===== config.mk =====
export PLATFORM = sky130hd
export DESIGN_NAME = bram_capture_ctrl_flat
export DESIGN_NICKNAME = d
export VERILOG_FILES = /design/src/rtl/bram_capture_pkg.sv /design/src/rtl/bram_capture_if.sv /design/src/rtl/bram_capture_addr_gen.sv /design/src/rtl/bram_capture_ctrl.sv /design/src/flat_wrapper.sv
export SDC_FILE = /design/constraint.sdc
export NUM_CORES = 1
export LEC_CHECK = 0
export ABC_AREA = 1
export CAP_MARGIN = 20
export CORE_MARGIN = 2
export CORE_UTILIZATION = 50
export CTS_CLUSTER_DIAMETER = 100
export DETAILED_ROUTE_END_ITERATION = 16
export PLACE_DENSITY = 0.85
export REMOVE_ABC_BUFFERS = 1
export SETUP_SLACK_MARGIN = 0.2
export SYNTH_ARGS = -nofsm -noshare
export SYNTH_HDL_FRONTEND = slang
export SYNTH_SLANG_ARGS = --single-unit
export TNS_END_PERCENT = 5

===== constraint.sdc =====
create_clock -name clk -period 2.9 [get_ports clk]
set_input_delay 0.58 -clock clk [delete_from_list [all_inputs] [get_ports clk]]
set_output_delay 0.58 -clock clk [all_outputs]
set_load 0.05 [all_outputs]

===== src/rtl/bram_capture_pkg.sv =====
// Shared state type and constants for the ping-pong BRAM capture controller.
// Building with CAPTURE_TIMESTAMP_EN defined puts a one-word trigger timestamp header at the start of each bank.
package bram_capture_pkg;

    typedef enum logic [1:0] {
        IDLE    = 2'd0,
        ARMED   = 2'd1,
        CAPTURE = 2'd2
    } state_t;

    localparam int WORD_BYTES = 4;
    localparam int NUM_BANKS  = 2;

`ifdef CAPTURE_TIMESTAMP_EN
    localparam int HDR_WORDS = 1;
`else
    localparam int HDR_WORDS = 0;
`endif

endpackage


===== src/rtl/bram_capture_if.sv =====
// Sample stream in and BRAM port A out, as seen by the capture controller (master)
// and by the surrounding ADC/BRAM fabric (slave).
interface bram_capture_if #(
    parameter int ADDR_W = 32,
    parameter int DATA_W = 32
);
    logic              s_valid;
    logic [DATA_W-1:0] s_data;
    logic              bram_en;
    logic [3:0]        bram_we;
    logic [ADDR_W-1:0] bram_addr;
    logic [DATA_W-1:0] bram_din;

    modport master (
        input  s_valid, s_data,
        output bram_en, bram_we, bram_addr, bram_din
    );

    modport slave (
        output s_valid, s_data,
        input  bram_en, bram_we, bram_addr, bram_din
    );
endinterface


===== src/rtl/bram_capture_addr_gen.sv =====
// Word index counter and registered BRAM port A write stage for one capture bank.
// clear restarts the bank (and issues the header word when headers are built in); advance writes one sample.
module bram_capture_addr_gen
    import bram_capture_pkg::*;
#(
    parameter int N_SAMPLES  = 2048,
    parameter int BANK_BYTES = 8192,
    parameter int ADDR_W     = 32,
    parameter int DATA_W     = 32
) (
    input  logic              clk,
    input  logic              rst,
    input  logic              clear,
    input  logic              advance,
    input  logic              bank,
    input  logic [DATA_W-1:0] hdr_data,
    input  logic [DATA_W-1:0] sample,
    output logic              full,
    output logic              en,
    output logic [3:0]        we,
    output logic [ADDR_W-1:0] addr,
    output logic [DATA_W-1:0] din
);

    localparam logic [ADDR_W-1:0] IDX_FIRST = ADDR_W'(HDR_WORDS);
    localparam logic [ADDR_W-1:0] IDX_END   = ADDR_W'(N_SAMPLES + HDR_WORDS);
    localparam logic [ADDR_W-1:0] BANK_SPAN = ADDR_W'(BANK_BYTES);
    localparam logic [ADDR_W-1:0] WORD_SPAN = ADDR_W'(WORD_BYTES);

    logic [ADDR_W-1:0] idx_p0;
    logic [ADDR_W-1:0] base;
    logic              en_p0;
    logic [3:0]        we_p0;
    logic [ADDR_W-1:0] addr_p0;
    logic [DATA_W-1:0] din_p0;

    assign base = bank ? BANK_SPAN : '0;
    assign full = (idx_p0 == IDX_END);

    // p0: one registered write per clear (header) or advance (sample)
    always_ff @(posedge clk) begin
        if (rst) begin
            idx_p0  <= '0;
            en_p0   <= 1'b0;
            we_p0   <= 4'h0;
            addr_p0 <= '0;
            din_p0  <= '0;
        end else begin
            en_p0 <= 1'b0;
            we_p0 <= 4'h0;
            if (clear) begin
                idx_p0 <= IDX_FIRST;
                if (HDR_WORDS != 0) begin
                    en_p0   <= 1'b1;
                    we_p0   <= 4'hF;
                    addr_p0 <= base;
                    din_p0  <= hdr_data;
                end
            end else if (advance) begin
                idx_p0  <= idx_p0 + ADDR_W'(1);
                en_p0   <= 1'b1;
                we_p0   <= 4'hF;
                addr_p0 <= base + idx_p0 * WORD_SPAN;
                din_p0  <= sample;
            end
        end
    end

    assign en   = en_p0;
    assign we   = we_p0;
    assign addr = addr_p0;
    assign din  = din_p0;

endmodule


===== src/rtl/bram_capture_ctrl.sv =====
// Ping-pong BRAM capture sequencer: arm on start, capture N_SAMPLES words per trigger edge, flag bank, swap.
// Define CAPTURE_TIMESTAMP_EN to prepend the free-running cycle count at the trigger as header word 0.
module bram_capture_ctrl
    import bram_capture_pkg::*;
#(
    parameter int N_SAMPLES  = 2048,
    parameter int BANK_BYTES = 8192,
    parameter int ADDR_W     = 32,
    parameter int DATA_W     = 32
) (
    input  logic                 clk,
    input  logic                 rst,
    input  logic                 start,
    input  logic                 stop,
    input  logic                 trig,
    input  logic [NUM_BANKS-1:0] bank_ack,
    bram_capture_if.master       bus,
    output logic [NUM_BANKS-1:0] bank_rdy,
    output logic                 cur_bank,
    output logic                 busy,
    output logic                 overflow,
    output logic                 irq
);

    state_t              state, state_nx;
    logic                trig_d;
    logic                trig_rise;
    logic                clear, advance, done;
    logic                ovf_set, ovf_clr;
    logic                full;
    logic [DATA_W-1:0]   hdr_data;
    logic [NUM_BANKS-1:0] bank_set;

    assign trig_rise = trig & ~trig_d;

`ifdef CAPTURE_TIMESTAMP_EN
    logic [31:0] ts_cnt;

    always_ff @(posedge clk) begin
        if (rst) ts_cnt <= '0;
        else     ts_cnt <= ts_cnt + 32'd1;
    end

    assign hdr_data = DATA_W'(ts_cnt);
`else
    assign hdr_data = '0;
`endif

    always_ff @(posedge clk) begin
        if (rst) state <= IDLE;
        else     state <= state_nx;
    end

    // stop overrides every other action, including a completion due this cycle
    always_comb begin
        state_nx = state;
        clear    = 1'b0;
        advance  = 1'b0;
        done     = 1'b0;
        ovf_set  = 1'b0;
        ovf_clr  = 1'b0;
        case (state)
            IDLE: begin
                if (start) begin
                    state_nx = ARMED;
                    ovf_clr  = 1'b1;
                end
            end
            ARMED: begin
                if (trig_rise) begin
                    if (bank_rdy[cur_bank]) begin
                        ovf_set = 1'b1;
                    end else begin
                        state_nx = CAPTURE;
                        clear    = 1'b1;
                    end
                end
            end
            CAPTURE: begin
                if (full) begin
                    state_nx = ARMED;
                    done     = 1'b1;
                end else begin
                    advance = bus.s_valid;
                end
            end
            default: state_nx = IDLE;
        endcase
        if (stop) begin
            state_nx = IDLE;
            clear    = 1'b0;
            advance  = 1'b0;
            done     = 1'b0;
            ovf_set  = 1'b0;
            ovf_clr  = 1'b0;
        end
    end

    assign bank_set = done ? (NUM_BANKS'(1) << cur_bank) : '0;

    always_ff @(posedge clk) begin
        if (rst) begin
            trig_d   <= 1'b0;
            cur_bank <= 1'b0;
            bank_rdy <= '0;
            overflow <= 1'b0;
            irq      <= 1'b0;
        end else begin
            trig_d   <= trig;
            irq      <= done;
            bank_rdy <= (bank_rdy & ~bank_ack) | bank_set;
            if (done)         cur_bank <= ~cur_bank;
            if (ovf_clr)      overflow <= 1'b0;
            else if (ovf_set) overflow <= 1'b1;
        end
    end

    assign busy = (state == CAPTURE);

    bram_capture_addr_gen #(
        .N_SAMPLES (N_SAMPLES),
        .BANK_BYTES(BANK_BYTES),
        .ADDR_W    (ADDR_W),
        .DATA_W    (DATA_W)
    ) u_addr_gen (
        .clk     (clk),
        .rst     (rst),
        .clear   (clear),
        .advance (advance),
        .bank    (cur_bank),
        .hdr_data(hdr_data),
        .sample  (bus.s_data),
        .full    (full),
        .en      (bus.bram_en),
        .we      (bus.bram_we),
        .addr    (bus.bram_addr),
        .din     (bus.bram_din)
    );

endmodule

===== src/flat_wrapper.sv =====
// flat-port wrapper written by rule: the top's interface ports become plain ports
module bram_capture_ctrl_flat import bram_capture_pkg::*;
#(
    parameter int N_SAMPLES  = 2048,
    parameter int BANK_BYTES = 8192,
    parameter int ADDR_W     = 32,
    parameter int DATA_W     = 32
)
  (clk, rst, start, stop, trig, bank_ack, bank_rdy, cur_bank, busy, overflow, irq, bus_s_valid, bus_s_data, bus_bram_en, bus_bram_we, bus_bram_addr, bus_bram_din);
  bram_capture_if #(.ADDR_W(ADDR_W), .DATA_W(DATA_W)) bus_i ();
  input  logic clk;
  input  logic rst;
  input  logic start;
  input  logic stop;
  input  logic trig;
  input  logic [NUM_BANKS-1:0] bank_ack;
  output logic [NUM_BANKS-1:0] bank_rdy;
  output logic cur_bank;
  output logic busy;
  output logic overflow;
  output logic irq;
  input wire logic [$bits(bus_i.s_valid)-1:0] bus_s_valid;
  input wire logic [$bits(bus_i.s_data)-1:0] bus_s_data;
  output wire logic [$bits(bus_i.bram_en)-1:0] bus_bram_en;
  output wire logic [$bits(bus_i.bram_we)-1:0] bus_bram_we;
  output wire logic [$bits(bus_i.bram_addr)-1:0] bus_bram_addr;
  output wire logic [$bits(bus_i.bram_din)-1:0] bus_bram_din;
  assign bus_i.s_valid = bus_s_valid;
  assign bus_i.s_data = bus_s_data;
  assign bus_bram_en = bus_i.bram_en;
  assign bus_bram_we = bus_i.bram_we;
  assign bus_bram_addr = bus_i.bram_addr;
  assign bus_bram_din = bus_i.bram_din;
  bram_capture_ctrl #(.N_SAMPLES(N_SAMPLES), .BANK_BYTES(BANK_BYTES), .ADDR_W(ADDR_W), .DATA_W(DATA_W)) u_core (.clk(clk), .rst(rst), .start(start), .stop(stop), .trig(trig), .bank_ack(bank_ack), .bus(bus_i), .bank_rdy(bank_rdy), .cur_bank(cur_bank), .busy(busy), .overflow(overflow), .irq(irq));
endmodule

# Yosys cells after proc, flatten, opt, wreduce, memory -nomap -nowiden
# Cells that the tools add are included.
word_totals:
  out_inout_bits: 75
  reg_bits: 109
  wordCells: 63
op_classes:
  reduce_logical: 6
  muxes: 28
  eq_ne: 7
  addsub: 2
  bitwise_logic: 7
  n_lt_le_gt_ge: 1
  shifts: 1
op_table:
  columns: ["op", "count"]
  rows:
  - ["$add A32 B1 Y32 const B", 1]
  - ["$add A32 B32 Y32", 1]
  - ["$eq A32 B12 Y1 const B", 1]
  - ["$mux W1", 20]
  - ["$mux W14", 1]
  - ["$mux W2", 5]
  - ["$pmux W2 S3", 1]
  - ["$reduce_or A2 Y1", 3]
  - ["$mux W4", 1]
  - ["$ne A2 B1 Y1 const B", 2]
  - ["$ne A2 B2 Y1 const B", 2]
  - ["$reduce_and A4 Y1", 1]
  - ["$not A1 Y1", 3]
  - ["$and A2 B2 Y2", 1]
  - ["$eq A2 B1 Y1 const B", 1]
  - ["$eq A2 B2 Y1 const B", 1]
  - ["$logic_not A2 Y1", 1]
  - ["$lt A1 B2 Y1 const B", 1]
  - ["$not A2 Y2", 1]
  - ["$or A2 B2 Y2", 1]
  - ["$reduce_and A2 Y1", 1]
  - ["$shl A1 B1 Y2 const A", 1]
  - ["$and A1 B1 Y1", 1]

# Depth between registers and ports, before layout
# Gate-level depths: netlist (run 1).
depth:
  word_depth: 8
  mapped_depth: 12
  ltp_nobuf: 11

# By module
# A second synthesis (run 1) with hierarchy kept.
unflattened:
  hier_cells: 703
  area_unflattened_um2: 4852.2
by_module_without_submodules:
  columns: ["mod", "n_inst", "cells_per_inst", "area_each_um2"]
  rows:
  - ["bram_capture_addr_gen", 1, 644, 4435.5]
  - ["bram_capture_ctrl", 1, 59, 416.6]

# Worst setup path after synthesis (run 1)
# Ideal clock, no wire load.
synth_timing:
  path_type: "register to register"
  start: "register u_core.cur_bank"
  end: "register u_core.u_addr_gen.addr_p0[29] (netlist: u_core.u_addr_gen.addr[29])"
  path_stages_with_launch: 10
  setup_ns: 0.064
  synth_period_minus_slack_ns: 2.152
  arrival_time_ns: 2.087
  path_slack_ns: 0.748
  required_time_ns: 2.836
  cell_sequence: "dfxtp_1 ha_1 ha_1 nand3_1 nor2_1 nand3_1 nor2_1 xor2_1 nor2_1 nor2_1"
synth_between:
  elab_chain_len: 8
synth_lines:
  columns: ["element", "line", "source"]
  rows:
  - ["start: declaration", "bram_capture_ctrl.sv:19", "output logic cur_bank,"]
  - ["start signal: assignment", "bram_capture_ctrl.sv:112", "if (done) cur_bank <= ~cur_bank;"]
  - ["branches (longest 8 deep; another with $add A32 B32 Y32)", null, null]
  - ["end signal: assignment", "bram_capture_addr_gen.sv:56", "addr_p0 <= base;"]
  - ["end signal: assignment", "bram_capture_addr_gen.sv:63", "addr_p0 <= base + idx_p0 * WORD_SPAN;"]
  - ["end: declaration", "bram_capture_addr_gen.sv:34", "logic [ADDR_W-1:0] addr_p0;"]
# Several ways; the timed one is not identified. The select of a mux whose other input is x is not followed.
# A chain may end at the register's enable or synchronous reset.

# Worst setup path after layout (run 1)
layout_timing:
  start: "register u_core.state[0]"
  end: "output port busy"
layout_between:
  elab_chain_len: 1
layout_lines:
  columns: ["element", "line", "source"]
  rows:
  - ["start: declaration", "bram_capture_ctrl.sv:25", "state_t state, state_nx;"]
  - ["start signal: assignment", "bram_capture_ctrl.sv:51", "else state <= state_nx;"]
  - ["$eq A2 B2 Y1", "bram_capture_ctrl.sv:118", "assign busy = (state == CAPTURE);"]
  - ["end: declaration", "flat_wrapper.sv:19", "output logic busy;"]
# No other way between the ends.

==> metrics.md, run 1 <==
| Metric | Value |
|---|---|
| Worst VDD drop | 0.308 mV |
| Maximum clock frequency | 0.423 GHz |
| FF/Latch Area | 2060 µm² |
| Layout cell share with drive strength beyond 1 | 0.0392 |
| Most area-hungry cell type in the Yosys netlist | dfxtp_1 |
| Vias in the first global route | 4,397 |
| GRT overflow | 0 |
| Synth area leaders | dfxtp_1, nor2_1, nand2_1 |
| Starting Density | 0.516 |
| Fin. max-slew vios | 0 |
| Initial antenna violation count | 0 |
| Post-CTS setup buffers | 0 |
| Max-cap viol count | 0 |
| Area of the die | 10,900 µm² |
| Total wire length | 12,000 µm |
| Status | finished clean |
| Post-CTS sizing | 0 |
| Internal power | 1850 µW |
| Multi-input logic area | 2560 µm² |
| # hold bufs at CTS | 0 |
| Slowest cell on crit path | clkdlybuf4s50_1 |
| Drc violations | 0 |
| Critical-path cell list | inv_1 > nand2_1 > inv_1 > clkdlybuf4s50_1 |
| Flop pwr share | 0.575 |
| Cell count after synthesis | 751 |
| Crit path kind | reg -> out |
| CP Launch Type | register |
| Synth-to-Final Area Change | 24.9% |
| Nets | 881 |
| RSZ-0062 raised after global routing | no |
| Seq/Total Area, Yosys | 0.409 |
| EDFF count, synth | 0 |
| Final Cycle Share | 0.816 |
| Chip Width | 104 µm |
| Via-to-Cell Ratio | 4.89 |
| Peak per-stage delay on the critical path | 0.80 ns |
| Critical-path maximum fanout | 4 |
| Most used cell along the critical path | inv_1 |
| Top-area cell type share of the netlist area | 0.409 |
| Clock power share | 0.372 |
| FP Rows | 36 |
| Synth unique cells | 26 |
| DR pass1 iterations | 5 |
| Global-route wire length before repair | 20,600 µm |
| Most common cell in the netlist | nor2_1 |
| Clk_lat worst skew | 0.38 ns |
| Final Setup Violations | 0 |
| Yosys warns | 0 |
| Hold crit path type | reg -> reg |
| Num CTS Buffers | 9 |
| Comb pwr share | 0.053 |
| Clock Path Buffers | 2 |
| GRT Util Overall | 0.228 |
| #FFs+latches synth | 103 |
| Least-Margin Pin Slew | 0.574 ns |
| Clk_skew | 0.0108 ns |
| WP data required | 2.32 ns |
| CP Capture Type | output port |
| Die Ht | 104 µm |
| Power Dens Cells | 393 nW/µm² |
| N_diodes | 0 |
| Cell area after layout | 6300 µm² |
| Final Hold Vio Count | 0 |
| Largest net degree at the start of global routing | 97 |
| Remaining antenna violation count | 0 |
| Crit path DAT | 1.79 ns |
| Clk slew on worst S/H paths | 0.10 ns |
| Final RePlAce weighted congestion | 0.906 |
| CTS tree | built |
| Clock Sinks | 103 |
| Root buffer cell | clkbuf_8 |
| Synthesized area per cell | 6.72 µm² |
| Netlist Area Pre-Place | 5040 µm² |
| Buffers on Ports | 112 |
| Top cells by count, synth | nor2_1, nand2_1, dfxtp_1 |
| Switch Pwr | 630 µW |
| Final HPWL DP | 8190 µm |
| CTS H-tree depth | 3 |
| Min Tclk post-route | 2.37 ns |
| Leakage | 0.00252 µW |
| Pwr Total | 2480 µW |
| Relative slew slack | 0.617 |
| Post-DP Area | 6100 µm² |
| Ys async rst share | 0 |
| IO Count | 115 |
| Top FF cell, synth | dfxtp_1 |
| Sw Ratio | 0.255 |
| Fillers | 921 |
| Routed WL per cell | 12.4 µm |
| Core Box Area | 9770 µm² |
| Vias | 4,771 |
| Drt first-iter violations | 265 |
## state kept, by name, summed over array words and instances (netlist names)
name	cells
u_core.bank_rdy	2
u_core.cur_bank	1
u_core.irq	1
u_core.overflow	1
u_core.state	2
u_core.trig_d	1
u_core.u_addr_gen.addr	30
u_core.u_addr_gen.din	32
u_core.u_addr_gen.idx_p0	32
u_core.u_addr_gen.we	1
## placed cells by master, fill, tap and decap left out, types with 2 or more instances in the layout
cell               n
nor3_1             2
a21oi_1           36
o21ai_1            6
nor2_2             3
clkdlybuf4s50_1  112
clkbuf_8          10
inv_6              3
buf_4              5
nand3b_1           8
inv_2              2
xor2_1            22
xnor2_1            9
nor2_1           207
ha_1               4
dfxtp_1          103
o21ai_0           55
nor2_4             2
conb_1             2
nand2_1          196
inv_1             28
buf_12             2
nand3_1           17
## cell type report
class | count | area share
clock buffer | 10 | 0.0219
multi-input combinational | 574 | 0.406
timing repair buffer | 119 | 0.190
sequential | 103 | 0.327
tap | 133 | 0.0264
inverter | 30 | 0.0179
clock inverter | 6 | 0.00993
## power groups by stage
stage	logic [µW]	registers, µW	clock network, µW
after floorplan	37.5	1470	0
after global placement	132	1450	0
after detailed placement	132	1450	0
after CTS	132	1420	930
after global routing	143	1420	999
final	132	1420	921
## critical path: cells and delay by family (launching register included)
family / cells / cell delay [ns]
flip-flops: 1 / 0.34
AND/OR/NAND/NOR: 1 / 0.08
buffers and inverters: 3 / 0.99
## layer usage
layer  up-vias  GRT usage  share of wire
li1       2501          -              -
met1      2102      0.299           0.46
met2       152      0.356           0.44
met3        16     0.0733          0.082
met4         0     0.0705          0.015
met5         -          0              0
## per-stage QoR
stage | std cells | TNS [ns] | util | worst slack, ns | hold slack (ns)
final | 975 | 0 | 0.644 | 0.534 | 0.471
after global routing | 975 | 0 | 0.644 | 0.373 | 0.495
after CTS | 975 | 0 | 0.644 | 0.535 | 0.469
after detailed placement | 959 | 0 | 0.624 | 0.398 | 0.455
after global placement | 959 | 0 | 0.624 | 0.463 | 0.454
after floorplan | 707 | -6.48 | - | -0.0973 | 0.462
## path summary, 6_finish.rpt
kind | start | end | slack [ns] | depth (start not counted)
hold / removal | u_core.u_addr_gen.addr[24] | u_core.u_addr_gen.addr[24] | 0.47 | 2
hold reg to reg | u_core.u_addr_gen.addr[24] | u_core.u_addr_gen.addr[24] | 0.47 | 2
setup / recovery | u_core.state[0] | busy | 0.53 | 4
setup reg to reg | u_core.u_addr_gen.idx_p0[0] | u_core.u_addr_gen.idx_p0[2] | 0.61 | 11
## logic make-up (layout without fill, tap and decap cells)
kind of cell	Yosys count	in the layout	synth area share
and+or+nand+nor	438	438	0.343
buffers and inverters	75	165	0.0856
AOI/OAI and AO/OA	99	99	0.0987
other	1	2	0.000743
xor gates and xnor gates	31	31	0.0538
adders and majority gates	4	4	0.00992
DFF	103	103	0.409
No activity file was read; power rests on OpenSTA's default activity.
==> inputs of run 2 (changes only) <==
Settings changed: CORE_UTILIZATION 50 to 46, PLACE_DENSITY 0.85 to 0.82.
Clock period 2.9 ns to 2.03 ns, I/O delays scaled along.
==> run 2 against run 1 <==
  * Via count up 2.3%
  * Sequential power increased by 43%
  * Core utilization fell by 3.2 points
  * Clock-buffer cell count shrank 1
  * Combinational power rose by 52%
  * Critical path type unchanged
  * Global-route usage is 1.7 points lower
  * Register-to-register slack got worse by 0.41 ns
==> metrics.md, run 2 (same netlist as run 1, synthesis figures left out) <==
| Metric | Value |
|---|---|
| CTS tree | built |
| CTS H-tree depth | 3 |
| Drc violations | 0 |
| FP Rows | 38 |
| Clk_lat worst skew | 0.36 ns |
| Max-cap viol count | 0 |
| Internal power | 2840 µW |
| Total wire length | 12,600 µm |
| Clock power share | 0.395 |
| CP Capture Type | output port |
| Clock Sinks | 103 |
| Min Tclk post-route | 1.94 ns |
| Multi-input logic area | 2570 µm² |
| Area of the die | 11,800 µm² |
| Buffers on Ports | 112 |
| Commonest non-fill, non-tap cell in the layout | nor2_1 |
| Num CTS Buffers | 9 |
| Final HPWL DP | 8210 µm |
| Crit path kind | reg -> out |
| DR pass1 iterations | 5 |
| IO Count | 115 |
| R2R setup slack | 0.20 ns |
| Comb pwr share | 0.054 |
| Largest net degree at the start of global routing | 77 |
| Vias | 4,881 |
| Starting Density | 0.467 |
| Core Box Area | 10,800 µm² |
| GRT Util Overall | 0.210 |
| Power Dens Cells | 558 nW/µm² |
| Nets | 898 |
| Hold crit path type | reg -> reg |
| Clk slew on worst S/H paths | 0.11 ns |
| Root buffer cell | clkbuf_8 |
| Crit path DAT | 1.54 ns |
| Global-route wire length before repair | 20,200 µm |
| Worst VDD drop | 0.430 mV |
| Routed WL per cell | 12.6 µm |
| RSZ-0062 raised after global routing | yes |
| N_diodes | 0 |
| Synth-to-Final Area Change | 31.1% |
| Maximum clock frequency | 0.515 GHz |
| Least-Margin Pin Slew | 0.529 ns |
| Peak per-stage delay on the critical path | 0.82 ns |
| Leakage | 0.00273 µW |
| Critical path depth | 1 |
| Final Cycle Share | 0.957 |
| Layout cell share with drive strength beyond 1 | 0.0710 |
| Critical-path maximum fanout | 2 |
| # hold bufs at CTS | 0 |
| FF/Latch Area | 2070 µm² |
| Via-to-Cell Ratio | 4.89 |
| Final Hold Vio Count | 0 |
| Remaining antenna violation count | 0 |
| GRT overflow | 0 |
| Final RePlAce weighted congestion | 0.909 |
| Hold path depth | 2 |
| Reg2reg path depth | 9 |
| WP data required | 1.62 ns |
| Hold Slack | 0.468 ns |
| CP Launch Type | register |
| Final Setup Violations | 0 |
| Sw Ratio | 0.229 |
| Finished Core Util | 0.613 |
| Fin. max-slew vios | 0 |
| Status | finished clean |
| Critical-path cell list | clkdlybuf4s50_1 |
| Clock Path Buffers | 2 |
| Bufs and invs on worst path | 1 |
| Top delay family on crit path | buffers and inverters |
| Relative slew slack | 0.646 |
| Die Ht | 109 µm |
| Slowest cell on crit path | clkdlybuf4s50_1 |
| Most frequent cells in the layout | nor2_1, nand2_1, clkdlybuf4s50_1, dfxtp_1, o21ai_0 |
| Chip Width | 109 µm |
| Drt first-iter violations | 304 |
| Clk_skew | 0.0130 ns |
| Switch Pwr | 846 µW |
| Vias in the first global route | 4,461 |
| Flop pwr share | 0.551 |
| Fillers | 992 |
| Initial antenna violation count | 0 |
| Pwr Total | 3690 µW |
==> run 2: cell type report <==
cell class,count,share of cell area
inverters,30,0.0174
flip-flops and latches,103,0.312
well taps,140,0.0265
clock buffers,9,0.0187
repair buffers,136,0.221
clock inverters,7,0.0155
multi-input cells,574,0.389
==> run 2: worst paths after layout <==
kind                                                 start                          to
worst max-delay path             u_core.u_addr_gen.addr[9]            bus_bram_addr[9]
worst min-delay path            u_core.u_addr_gen.addr[27]  u_core.u_addr_gen.addr[27]
worst max register to register             u_core.cur_bank  u_core.u_addr_gen.addr[29]
worst min register to register  u_core.u_addr_gen.addr[27]  u_core.u_addr_gen.addr[27]
==> run 2: routing by layer <==
layer  routed length [µm]  vias up  GRT usage
li1                     -     2533          -
met1                 5830     2189      0.273
met2                 5710      137      0.340
met3                  875       22     0.0574
met4                  201        0     0.0659
met5                    0        -          0
==> run 2: power by group through the flow <==
stage / clock (µW) / sequential [µW] / combinational [µW]
after global placement: 0 / 2080 / 197
final: 1460 / 2030 / 200
after global routing: 1580 / 2030 / 217
after floorplan: 0 / 2100 / 53.5
after detailed placement: 0 / 2080 / 197
after CTS: 1490 / 2030 / 198
==> run 2: what timing repair did <==
item	4_1_cts	5_1_grt
cloned	0	5
resized for setup	3	14
buffers inserted	0	2
pin swaps	0	1
setup endpoints to repair	78	160
==> run 2: metrics by stage <==
stage	std cells	instance area (µm²)	setup slack, ns	TNS, ns
detailed placement	976	6210	0.100	0
finish	999	6610	0.0869	0
CTS	992	6440	0.0482	0
global route	999	6610	0.0229	0
floorplan	707	4730	-0.967	-88.56
global placement	976	6210	0.124	0
